File: config.mk
export PLATFORM = sky130hd
export DESIGN_NAME = down5bit_counter
export DESIGN_NICKNAME = d
export VERILOG_FILES = /design/src/rtl/down5bit_counter.sv
export SDC_FILE = /design/constraint.sdc
export NUM_CORES = 1
export LEC_CHECK = 0
export BUFFER_PORTS_ARGS = -buffer_cell sky130_fd_sc_hd__buf_2
export CAP_MARGIN = 20
export CORE_AREA = 2 2 39 41
export DETAILED_ROUTE_END_ITERATION = 8
export DIE_AREA = 0 0 41 43
export MAX_ROUTING_LAYER = met4
export PLACE_DENSITY = 0.58
export SYNTH_ARGS = -nofsm -noshare
export SYNTH_HDL_FRONTEND = slang
export SYNTH_SLANG_ARGS = --single-unit
export TNS_END_PERCENT = 30
File: constraint.sdc
create_clock -name clk -period 3.7 [get_ports clk]
set_clock_uncertainty 0.1 [all_clocks]
set_input_delay 0 -clock clk [delete_from_list [all_inputs] [get_ports clk]]
set_output_delay 0 -clock clk [all_outputs]
set_load 0.05 [all_outputs]
File: src/rtl/down5bit_counter.sv
// 5-bit down counter with parallel load, wrap-or-saturate at zero, and
// registered zero / borrow flags derived from the next count value.
module down5bit_counter #(
    parameter logic [4:0]  RELOAD_VAL = 5'd31,
    parameter int unsigned SATURATE   = 0
) (
    input  logic       clk,
    input  logic       reset,
    input  logic       en,
    input  logic       load,
    input  logic [4:0] load_val,
    output logic [4:0] out,
    output logic       zero,
    output logic       borrow
);

    localparam int unsigned CW = 5;

    logic [CW-1:0] out_d, out_q;
    logic          zero_d, zero_q;
    logic          borrow_d, borrow_q;

    // Next count: load beats enable; at zero either reload (with borrow) or hold.
    always_comb begin
        out_d    = out_q;
        borrow_d = 1'b0;
        if (load) begin
            out_d = load_val;
        end else if (en) begin
            if (out_q != '0) begin
                out_d = CW'(out_q - CW'(1));
            end else if (SATURATE == 0) begin
                out_d    = RELOAD_VAL;
                borrow_d = 1'b1;
            end
        end
        zero_d = (out_d == '0);
    end

    always_ff @(posedge clk or posedge reset) begin
        if (reset) begin
            out_q    <= RELOAD_VAL;
            zero_q   <= (RELOAD_VAL == '0);
            borrow_q <= 1'b0;
        end else begin
            out_q    <= out_d;
            zero_q   <= zero_d;
            borrow_q <= borrow_d;
        end
    end

    assign out    = out_q;
    assign zero   = zero_q;
    assign borrow = borrow_q;

endmodule

# Word level (Yosys, flattened, before mapping)
# Index checks and enable logic that the tools add are counted.
word_totals:
  ff_bits: 7
  memories: 0
  ram_bits: 0
  latch_bits: 0
  mem_bits_ro: 0
  elab_cells: 12
classes:
  n_mul: 0
  n_div: 0
  bitwise: 0
  reduce_logical: 2
  addsub: 1
  mux: 6
  magnitude_cmp: 0
  shifts: 0
  eq_ne: 0
op_table:
  columns: ["operator", "n"]
  rows:
  - ["two-way mux 5 bit", 3]
  - ["zero test 5 bit", 1]
  - ["nonzero test 5 bit", 1]
  - ["subtractor 5 x 1 -> 5 bit (second input constant)", 1]
  - ["two-way mux 1 bit", 3]

# Depth between registers and ports, before layout
# Gate-level depths: netlist (run 1).
depth:
  word_depth: 5
  depth_mapped: 6
  ltp_nobuf: 6

# Least setup slack after synthesis (run 1)
# No wires, ideal clock.
synth_timing:
  path_kind: "reg-to-reg"
  from: "register out_q[0] (netlist: out[0])"
  to: "register zero_q (netlist: zero)"
  required_ps: 3499
  path_buffers: 0
  setup_time_ps: 101
  period_less_slack_ps: 1700
  path_slack_ps: 2000
  arrival_time_ps: 1499
  path_stages_with_launch: 7
  cell_sequence: "dfstp_2 -> inv_1 -> ha_1 -> nand4bb_1 -> or3_4 -> nand3_2 -> nor4_1"
synth_between:
  elab_chain_len: 5
synth_rtl:
  columns: ["item", "line", "source"]
  rows:
  - ["start, declared", "19", "logic [CW-1:0] out_d, out_q;"]
  - ["start signal, assigned", "46", "out_q <= out_d;"]
  - ["subtractor 5 x 1 -> 5 bit / nonzero test 5 bit (equally long branches)", "31, 30", null]
  - ["two-way mux 5 bit *", "30", "if (out_q != '0) begin"]
  - ["two-way mux 5 bit *", "29", "end else if (en) begin"]
  - ["two-way mux 5 bit *", "27", "if (load) begin"]
  - ["net out_d[4]", "19", null]
  - ["zero test 5 bit *", "37", "zero_d = (out_d == '0);"]
  - ["net zero_d", "20", "logic zero_d, zero_q;"]
  - ["end signal, assigned", "43", "zero_q <= (RELOAD_VAL == '0);"]
  - ["end signal, assigned", "47", "zero_q <= zero_d;"]
  - ["end, declared", "20", null]
# Mark *: on every way through the listed nets, which the timed path passes. The rest lies on a longest branch.

# Worst setup path after layout (run 1)
layout_timing:
  from: "register out_q[0] (netlist: out[0])"
  to: "register out_q[1] (netlist: out[1])"
layout_between:
  elab_chain_len: 4
layout_rtl:
  columns: ["item", "line"]
  rows:
  - ["subtractor 5 x 1 -> 5 bit / nonzero test 5 bit (equally long branches)", "31, 30"]
  - ["two-way mux 5 bit *", "30"]
  - ["two-way mux 5 bit *", "29"]
  - ["two-way mux 5 bit *", "27"]
  - ["net out_d[1]", "19"]
# Marked as above.

==> qor.yml, run 1 <==
outcome:
  status: "complete, no violations"
drt:
  route.vias.total: 383
  final_antenna_net_count: 0
  via_per_inst: 4.73
  detail_route.wl_per_cell_um: 11.3
  drc: 0
  drt-pass1-iter-count: 4
  drtIter0Drc: 2
  wl_um: 912
logic_synthesis:
  ys.warnings.count: 0
  ys_seq_area_share_pct: 47.1
  synth_nets: 46
  ys_ff_latch: 7
  postSynthCellCount: 36
  synth_cell_types: 21
  syn-cell-area_um2: 385
  synth.avg_cell_area_um2: 10.7
grt:
  antenna_found_initial: 0
  grt_pass1_wl_mm: 1.37
  grt_overflow: 0
  grt_max_degree: 12
  grt_use_total_pct: 12.5
  grt_pass1_vias: 352
final_layout:
  antenna_cells: 0
  nets: 76
  layout_commonest_cell: "buf_2"
  synthToLayoutAreaGrowth_pct: 58.1
  final_cell_mix: "buf_2, dlygate4sd3_1, nand2_1, dfstp_2"
  drive_above_1_share_pct: 44.6
setup_path:
  arrival_ps: 2020
  crit_path_end_kind: "flop"
  setup.worst_path.class: "flop to flop"
  path_cells: "inv_1 > ha_1 > nand2_1 > o21ai_0 > o21ai_1 > dlygate4sd3_1"
  cp-start-kind: "flop"
  cpPeakStageDelay_ps: 560
  crit_fanout: 4
  crit_required_ps: 3790
  cp_slowest_cell: "dfstp_2"
  critPathBufInv: 2
  cp_top_family: "buffers and inverters"
cts:
  clk_pin_slew_ps: 50
  postCtsResizedCells: 0
  numCtsBuffers: 3
  root_buffer: "clkbuf_4"
  cts.sinks: 7
  htreeDepth: 1
  clk_path_buf_depth: 2
  cts_tree: "done"
  post_cts_buffers: 0
  worstSkewPairLatency_ps: 250
power_and_ir_drop:
  switchingPower_mw: 0.0948
  p_comb_share_pct: 35.4
  switching_share_pct: 36.2
  pwr-share-seq_pct: 38.1
  power.share.clock_pct: 26.5
  power.leakage_nw: 0.295
  ir_drop_mv: 0.128
  powerDensity_nw_per_um2: 430
  p_int_mw: 0.167
floorplanning:
  die_w_um: 41
  ios: 16
  placement_rows: 14
  fp.dieH_um: 43
  core_area_um2: 1380
  die-area_um2: 1760
  initial_core_util_pct: 27.8
timing:
  setup_viol: 0
  relSlewSlack_pct: 77.3
  rsz0062_at_grt: "no"
  tightest_slew_ps: 337
  maxSlewViolCount: 0
  hold_viol: 0
  post-route-period-util_pct: 52.3
  max_freq_mhz: 517
  final.setup.tns_ps: 0
  fin_ws_ps: 1770
  period_minus_slack_ps: 1930
placement:
  dp_slack_ps: 2070
  port_buffers: 15
  dp_hpwl_um: 592
  place_congestion: 0.784
worst_hold_path:
  min_path_type: "primary input to flop"
flow_run:
  drv_cap: 0
-- through the flow --
step	utilization (%)	cells	instance area (um^2)	hold slack [ps]	power (mW)
2_1_floorplan	-	36	385	-300	0.163
3_3_place_gp	34.2	66	473	-160	0.180
3_5_place_dp	34.2	66	473	-162	0.182
4_1_cts	44.0	81	609	82.7	0.265
5_1_grt	44.0	81	609	105	0.279
6_report	44.0	81	609	93.1	0.262
-- registers in the layout (all words and copies together), names as in the netlist --
| name | count |
|---|---|
| out | 5 |
| borrow | 1 |
| zero | 1 |
-- worst paths after layout --
| check | start | endpoint | slack (ps) | depth (start not counted) |
|---|---|---|---|---|
| min | load | zero | 90 | 3 |
| min reg2reg | out[4] | out[4] | 470 | 2 |
| max reg2reg | out[0] | out[1] | 1770 | 6 |
| max | out[0] | out[1] | 1770 | 6 |
| min in group asynchronous | reset | zero | 120 | 3 |
| max in group asynchronous | reset | out[4] | 3100 | 3 |
-- synthesized netlist by cell type --
cell type / number / area (um^2)
o21ai_2: 1 / 8.76
dfstp_2: 5 / 131
nand4bb_1: 1 / 11.3
mux2i_1: 1 / 10.0
inv_1: 3 / 11.3
o2111ai_2: 1 / 15.0
nor4b_2: 1 / 15.0
buf_4: 1 / 7.51
xnor2_1: 1 / 8.76
or3_4: 1 / 11.3
dfrtp_1: 2 / 50.1
nor4_1: 1 / 6.26
nand3b_1: 1 / 7.51
ha_1: 1 / 12.5
o21ai_0: 1 / 5.00
nand2_1: 7 / 26.3
inv_2: 1 / 3.75
nand2b_1: 1 / 6.26
nand3_2: 1 / 10.0
xor2_1: 2 / 17.5
o21ai_1: 2 / 10.0
-- cells by family after synthesis --
| kind of cell | count (synthesis) | share of synthesized area [%] |
|---|---|---|
| XOR/XNOR | 3 | 6.82 |
| multiplexers | 1 | 2.60 |
| buffers and inverters | 5 | 5.84 |
| AND/OR/NAND/NOR | 14 | 24.4 |
| AO/OA/AOI/OAI | 5 | 10.1 |
| adder cells (fa/ha/maj) | 1 | 3.25 |
| flip-flops | 7 | 47.1 |
-- power by group through the flow --
| stage | Clock [mW] | Sequential [mW] | Combinational (mW) |
|---|---|---|---|
| floorplan | 0 | 0.133 | 0.0305 |
| global placement | 0 | 0.100 | 0.0799 |
| detailed placement | 0 | 0.101 | 0.0806 |
| CTS | 0.0727 | 0.0998 | 0.0923 |
| global route | 0.0780 | 0.100 | 0.100 |
| finish | 0.0696 | 0.0999 | 0.0927 |
-- cell type report --
type / instances / area [um^2]
Fill cell: 146 / 774
Sequential cell: 7 / 181
Clock buffer: 4 / 26.3
Timing Repair Buffer: 26 / 185
Inverter: 4 / 15.0
Tap cell: 16 / 20.0
Multi-Input combinational cell: 24 / 181
-- routing by layer --
metal | track usage, % | share of wire, % | vias to the layer above | routed length [um]
li1 | - | - | 178 | -
met1 | 13.3 | 40 | 186 | 366
met2 | 18.4 | 52 | 17 | 474
met3 | 3.14 | 6.1 | 2 | 56
met4 | 10.0 | 1.5 | 0 | 14
met5 | - | 0 | - | 0
-- tightest hold or removal path, stage by stage --
cell and delay, ps:
buf_2 180, o21ai_2 180, nor4_1 50
-- repair_timing --
item | in CTS | in global routing
hold buffers | 11 | 0
endpoints found under the hold margin | 13 | 0
setup endpoints to repair | 0 | 0
(Power assumes the default switching activity.)
==> run 2: changes to the inputs <==
Settings changed: ABC_AREA from default to 1, PLACE_DENSITY 0.58 to 0.63.
Clock period 3.7 ns to 1.7 ns, I/O delays scaled along.
==> run 2 against run 1 <==
  * Sequential power increased by 110%
  * Hold slack gained 38 ps
  * Design area up 6.2%
  * Synthesized cell count up 64%
  * Global-route usage rose by 1.2 points
  * Total power increased by 100%
  * Area after synthesis is 10% higher
  * Critical path depth is 2 higher
  * Utilization increased by 2.7 points
  * Non-clock buffer count shrank 1
  * Critical path type is now primary input to flop
  * Largest cell class is now multi-input gates
==> qor.yml, run 2 <==
outcome:
  status: "complete, no violations"
cts:
  worstSkewPairLatency_ps: 250  # about the same
  numCtsBuffers: 3  # unchanged
  root_buffer: "clkbuf_4"
  htreeDepth: 1  # unchanged
  cts_tree: "done"
  clk_pin_slew_ps: 50  # about the same
  clk_path_buf_depth: 2  # unchanged
  cts.sinks: 7  # unchanged
timing:
  setup_viol: 0  # unchanged
  hold_viol: 0  # unchanged
  rsz0062_at_grt: "no"
  maxSlewViolCount: 0  # unchanged
  tightest_slew_ps: 260  # -77.2 ps
  final.setup.tns_ps: 0  # unchanged
  relSlewSlack_pct: 82.7  # +5.4 points
  fin_ws_ps: 138  # -1630 ps
  max_freq_mhz: 640
  post-route-period-util_pct: 91.9
  period_minus_slack_ps: 1560
power_and_ir_drop:
  p_int_mw: 0.341  # +100%
  powerDensity_nw_per_um2: 819  # +90%
  ir_drop_mv: 0.408  # +220%
  switchingPower_mw: 0.189  # +99%
  p_comb_share_pct: 32.8  # -2.6 points
  power.leakage_nw: 0.356  # +21%
  pwr-share-seq_pct: 38.6  # +0.5 points
  power.share.clock_pct: 28.6  # +2.1 points
  switching_share_pct: 35.6  # -0.55 points
final_layout:
  seqCellArea_um2: 181  # unchanged
  fin_area_um2: 647  # +6.2%
  multiInputGateArea_um2: 199  # +9.7%
  largest_reg_flops: 5  # unchanged
  final_util_pct: 46.7  # +2.7 points
  drive_above_1_share_pct: 39.8  # -4.8 points
  final_cell_mix: "nand2_1, buf_2, dlygate4sd3_1, inv_1"
  synthToLayoutAreaGrowth_pct: 52.1
  antenna_cells: 0  # unchanged
  fill_cells: 141  # -3.4%
  layout_commonest_cell: "nand2_1"
  nets: 99  # +30%
logic_synthesis:
  synth.avg_cell_area_um2: 7.21  # -33%
  postSynthCellCount: 59  # +64%
  synth_top_area_cell: "dfstp_2"
  syn-cell-area_um2: 425  # +10%
  synth_nets: 69  # +50%
  ys.warnings.count: 0  # unchanged
  ys_seq_area_share_pct: 42.6  # -4.4 points
  synthArstFlopShare_pct: 100  # unchanged
  synth_edf_count: 0  # unchanged
  synth_common_cells: "nand2_1, inv_1, dfstp_2, nand3_1, nor2_2"
  synthFlopType: "dfstp_2"
  synth_most_common_cell: "nand2_1"
  synth_cell_types: 13  # -38%
  ys_ff_latch: 7  # unchanged
  post-synth-top-area-fraction_pct: 30.9  # -3.2 points
  synth.area.top_cells: "dfstp_2, nand2_1, dfrtp_1"
setup_path:
  startpoint: "load"
  setup.worst_path.class: "primary input to flop"
  arrival_ps: 1650  # -370 ps
  cp-endpoint: "zero"
  r2r_end: "zero"
  crit_required_ps: 1790  # -2000 ps
  r2r_slack_ps: 190  # -1580 ps
  ff2ff_path_depth: 9  # +3
  crit_fanout: 6  # +2
  crit_path_end_kind: "flop"
  cp-start-kind: "primary input"
  r2r-start: "out[0]"
grt:
  grt_pass1_vias: 386  # +9.7%
  antenna_found_initial: 0  # unchanged
  grt_pass1_wl_mm: 1.51  # +10%
  grt_overflow: 0  # unchanged
  grt_max_degree: 8  # -4
  grt_use_total_pct: 13.6  # +1.2 points
drt:
  drc: 0  # unchanged
  detail_route.wl_per_cell_um: 8.83  # -22%
  via_per_inst: 4.21  # -11%
  final_antenna_net_count: 0  # unchanged
  wl_um: 918  # +0.66%
  route.vias.total: 438  # +14%
  drtIter0Drc: 8  # +6
  drt-pass1-iter-count: 3  # -1
floorplanning:
  fp.dieH_um: 43  # unchanged
  initial_core_util_pct: 30.7  # +2.9 points
  core_area_um2: 1380  # unchanged
  placement_rows: 14  # unchanged
  ios: 16  # unchanged
  die_w_um: 41  # unchanged
  die-area_um2: 1760  # unchanged
placement:
  dp_slack_ps: 156  # -1920 ps
  dp_hpwl_um: 671  # +13%
  port_buffers: 15  # unchanged
  placed_area_um2: 520  # +10%
  place_congestion: 0.724  # -7.7%
worst_hold_path:
  min_path_type: "primary input to asynchronous set/reset pin"
flow_run:
  drv_cap: 0  # unchanged
-- run 2: changes by cell type in the layout (fill, tap and decap cells not counted), moves of 2 or more --
| cell | change |
|---|---|
| nor2_1 | +3 |
| xor2_1 | -2 |
| nand2_2 | +2 |
| inv_1 | +6 |
| inv_2 | +2 |
| nand3_1 | +5 |
| o21ai_1 | -2 |
| nor2_2 | +5 |
| nand2_1 | +13 |
-- run 2: critical path, stage by stage --
cell and delay (ps):
dlygate4sd3_1 530, buf_2 160, nand2_1 70, dlygate4sd3_1 570, nand2_2 70, nor2_2 90, nand2_1 70, nor2_2 100
-- run 2: worst min-delay path by stage --
stage                     start  depth (start not counted)  slack [ps]     end
after floorplan           reset                          1        -300  borrow
after global placement    reset                          2        -170  borrow
after detailed placement  reset                          2        -160    zero
after CTS                 reset                          3         110    zero
after global routing      reset                          3         170    zero
final                     reset                          3         130    zero
-- run 2: repair_timing --
action	CTS	global route
gates resized for setup	0	0
hold buffers	10	0
setup endpoints to repair	0	1
setup buffers	0	0
hold endpoints to repair	13	0
-- run 2: cells by family (layout without fill, tap and decap cells) --
kind of cell | after synthesis | in the layout | synth area share [%]
simple gates | 38 | 38 | 42.6
buf+inv | 12 | 41 | 10.6
flops | 7 | 7 | 42.6
fa+ha+maj | 1 | 1 | 2.94
compound gates | 1 | 1 | 1.18
-- run 2: power by group through the flow --
stage	Sequential (mW)	Clock [mW]	Combinational (mW)
after floorplan	0.261	0	0.0660
after global routing	0.208	0.168	0.192
after CTS	0.205	0.159	0.175
after global placement	0.207	0	0.155
after detailed placement	0.208	0	0.157
final	0.205	0.151	0.174
-- run 2: layout make-up --
class	count	area share (%)
Timing Repair Buffer	25	27.1
Multi-Input combinational cell	40	30.8
Tap cell	16	3.09
Inverter	12	6.96
Sequential cell	7	28.0
Clock buffer	4	4.06
-- run 2: per-stage QoR --
step	std cells	hold WS [ps]	power, mW
after floorplan	59	-300	0.326
after global placement	90	-165	0.362
after detailed placement	90	-165	0.364
after CTS	104	112	0.538
after global routing	104	169	0.568
final	104	131	0.530
-- run 2: metal layers --
metal | part of all wire [%] | GRT usage [%]
met3 | 4.0 | 1.57
met2 | 52 | 19.1
met4 | 0.98 | 12.0
met1 | 43 | 16.3
met5 | 0 | -
==> run 3: changes to the inputs <==
Settings changed: CTS_BUF_LIST from default to sky130_fd_sc_hd__clkbuf_8.
==> run 3 against run 2 <==
  * Register-to-register slack worse by 30 ps
  * Clock power is 52% higher
  * First-iteration DRC count is 63% lower
  * Sequential share of layout area is 0.054 points higher
  * Wire length is 0.22% lower
  * Critical path depth stayed put
  * Maximum frequency is 1.9% lower
  * Cell count is 1.9% lower
  * Total power is 14% higher
  * Critical path type unchanged
  * Largest cell class unchanged
==> qor.yml, run 3 (synthesized netlist as in run 2, its figures left out) <==
outcome:
  status: "complete, no violations"
grt:
  grt_max_degree: 8  # unchanged
  grt_pass1_vias: 371  # -3.9%
  grt_overflow: 0  # unchanged
  antenna_found_initial: 0  # unchanged
  grt_use_total_pct: 13.5  # -0.090 points
  grt_pass1_wl_mm: 1.46  # -3.2%
floorplanning:
  die_w_um: 41  # unchanged
  fp.dieH_um: 43  # unchanged
  initial_core_util_pct: 30.7  # unchanged
  die-area_um2: 1760  # unchanged
  ios: 16  # unchanged
  core_area_um2: 1380  # unchanged
  placement_rows: 14  # unchanged
setup_path:
  crit_required_ps: 1760  # -30 ps
  path_cells: "dlygate4sd3_1 > buf_2 > nand2_1 > dlygate4sd3_1 > nand2_2 > nor2_2 > nand2_1 > nor2_2"
  crit_fanout: 6  # unchanged
  cp_top_family: "buffers and inverters"
  cp_slowest_cell: "dlygate4sd3_1"
  arrival_ps: 1650  # about the same
  crit_path_end_kind: "flop"
  critPathBufInv: 3  # unchanged
  cp-start-kind: "primary input"
  cpPeakStageDelay_ps: 570  # about the same
  setup.worst_path.class: "primary input to flop"
  cp.depth: 8  # unchanged
  ff2ff_path_depth: 9  # unchanged
flow_run:
  drv_cap: 0  # unchanged
drt:
  detail_route.wl_per_cell_um: 8.98  # +1.7%
  final_antenna_net_count: 0  # unchanged
  route.vias.total: 431  # -1.6%
  drc: 0  # unchanged
  via_per_inst: 4.23  # +0.33%
  drt-pass1-iter-count: 4  # +1
  wl_um: 916  # -0.22%
  drtIter0Drc: 3  # -5
timing:
  max_freq_mhz: 628  # -1.9%
  rsz0062_at_grt: "no"
  hold_viol: 0  # unchanged
  tightest_slew_ps: 254  # -5.71 ps
  fin_ws_ps: 108  # -30.2 ps
  maxSlewViolCount: 0  # unchanged
  period_minus_slack_ps: 1590  # +30.2 ps
  post-route-period-util_pct: 93.6  # +1.8 points
  setup_viol: 0  # unchanged
  final.setup.tns_ps: 0  # unchanged
  relSlewSlack_pct: 83.0  # +0.38 points
final_layout:
  antenna_cells: 0  # unchanged
  layout_commonest_cell: "nand2_1"
  fin_area_um2: 646  # -0.19%
  drive_above_1_share_pct: 40.7  # +0.92 points
  stdcell_count: 102  # -1.9%
  nets: 97  # -2.0%
  largest_reg_flops: 5  # unchanged
  synthToLayoutAreaGrowth_pct: 51.8
  final_cell_mix: "nand2_1, buf_2, inv_1, dlygate4sd3_1"
placement:
  dp_slack_ps: 156  # unchanged
  place_congestion: 0.724  # unchanged
  placed_area_um2: 520  # unchanged
  port_buffers: 15  # unchanged
  dpl.cell_count: 90  # unchanged
  dp_hpwl_um: 671  # unchanged
cts:
  postCtsResizedCells: 0  # unchanged
  root_buffer: "clkbuf_8"
  cts_tree: "done"
  clk_path_buf_depth: 2  # unchanged
  clk_pin_slew_ps: 40  # about the same
  worstSkewPairLatency_ps: 230  # -20 ps
  numCtsBuffers: 3  # unchanged
  htreeDepth: 1  # unchanged
  cts.sinks: 7  # unchanged
power_and_ir_drop:
  power.leakage_nw: 0.360  # +1.2%
  ir_drop_mv: 0.583  # +43%
  total_power_mw: 0.604  # +14%
  powerDensity_nw_per_um2: 936  # +14%
worst_hold_path:
  hold_depth: 4
  min_path_type: "primary input to flop"
## run 3: changes by cell type in the layout (fill, tap and decap cells not counted), sizes merged
cell	before	now
inv	12	13
clkbuf	4	3
dlygate4sd3	10	8
## run 3: worst register-to-register path, stage by stage, from the launching register on
cell     delay [ps]
dfstp_2         550
inv_1            60
ha_1            210
nand2_2          80
inv_2            40
nand3_2          80
nor2_2           50
nor2_2          120
nand2_1          80
nor2_2          100
## run 3: area by class of cell
| class | instances | area, um^2 |
|---|---|---|
| fill | 143 | 738 |
| multi-input combinational | 40 | 199 |
| sequential | 7 | 181 |
| timing repair buffer | 23 | 155 |
| inverter | 12 | 45.0 |
| clock buffer | 3 | 41.3 |
| tap | 16 | 20.0 |
| clock inverter | 1 | 3.75 |
## run 3: layer usage
metal / global-route usage (%) / part of all wire, %
met5: - / 0
met4: 12.0 / 2.5
met3: 3.14 / 6.6
met2: 18.8 / 51
met1: 15.4 / 40
## run 3: path summary, 6_finish.rpt
kind | start | slack, ps | end
min | load_val[3] | 0.8 | out[3]
max | load | 110 | zero
min reg2reg | out[4] | 500 | out[4]
min in group asynchronous | reset | 160 | zero
max in group asynchronous | reset | 1070 | out[0]
max reg2reg | out[0] | 160 | zero
## run 3: per-stage QoR
step                util [%]  hold WS, ps
finish                  46.7        0.764
global route            46.7         27.2
CTS                     46.7        0.935
detailed placement      37.6         -165
global placement        37.6         -165
floorplan                  -         -300
## run 3: power breakdown
| part | switching, mW | internal (mW) | leakage [nW] |
|---|---|---|---|
| Sequential | 0.0126 | 0.192 | 0.0804 |
| Clock | 0.0735 | 0.156 | 0.0269 |
| Combinational | 0.114 | 0.0560 | 0.253 |
| Total | 0.200 | 0.405 | 0.360 |
## run 3: timing repair
action	CTS	global route
setup buffers	0	0
endpoints found under the hold margin	13	0
hold buffers	8	0
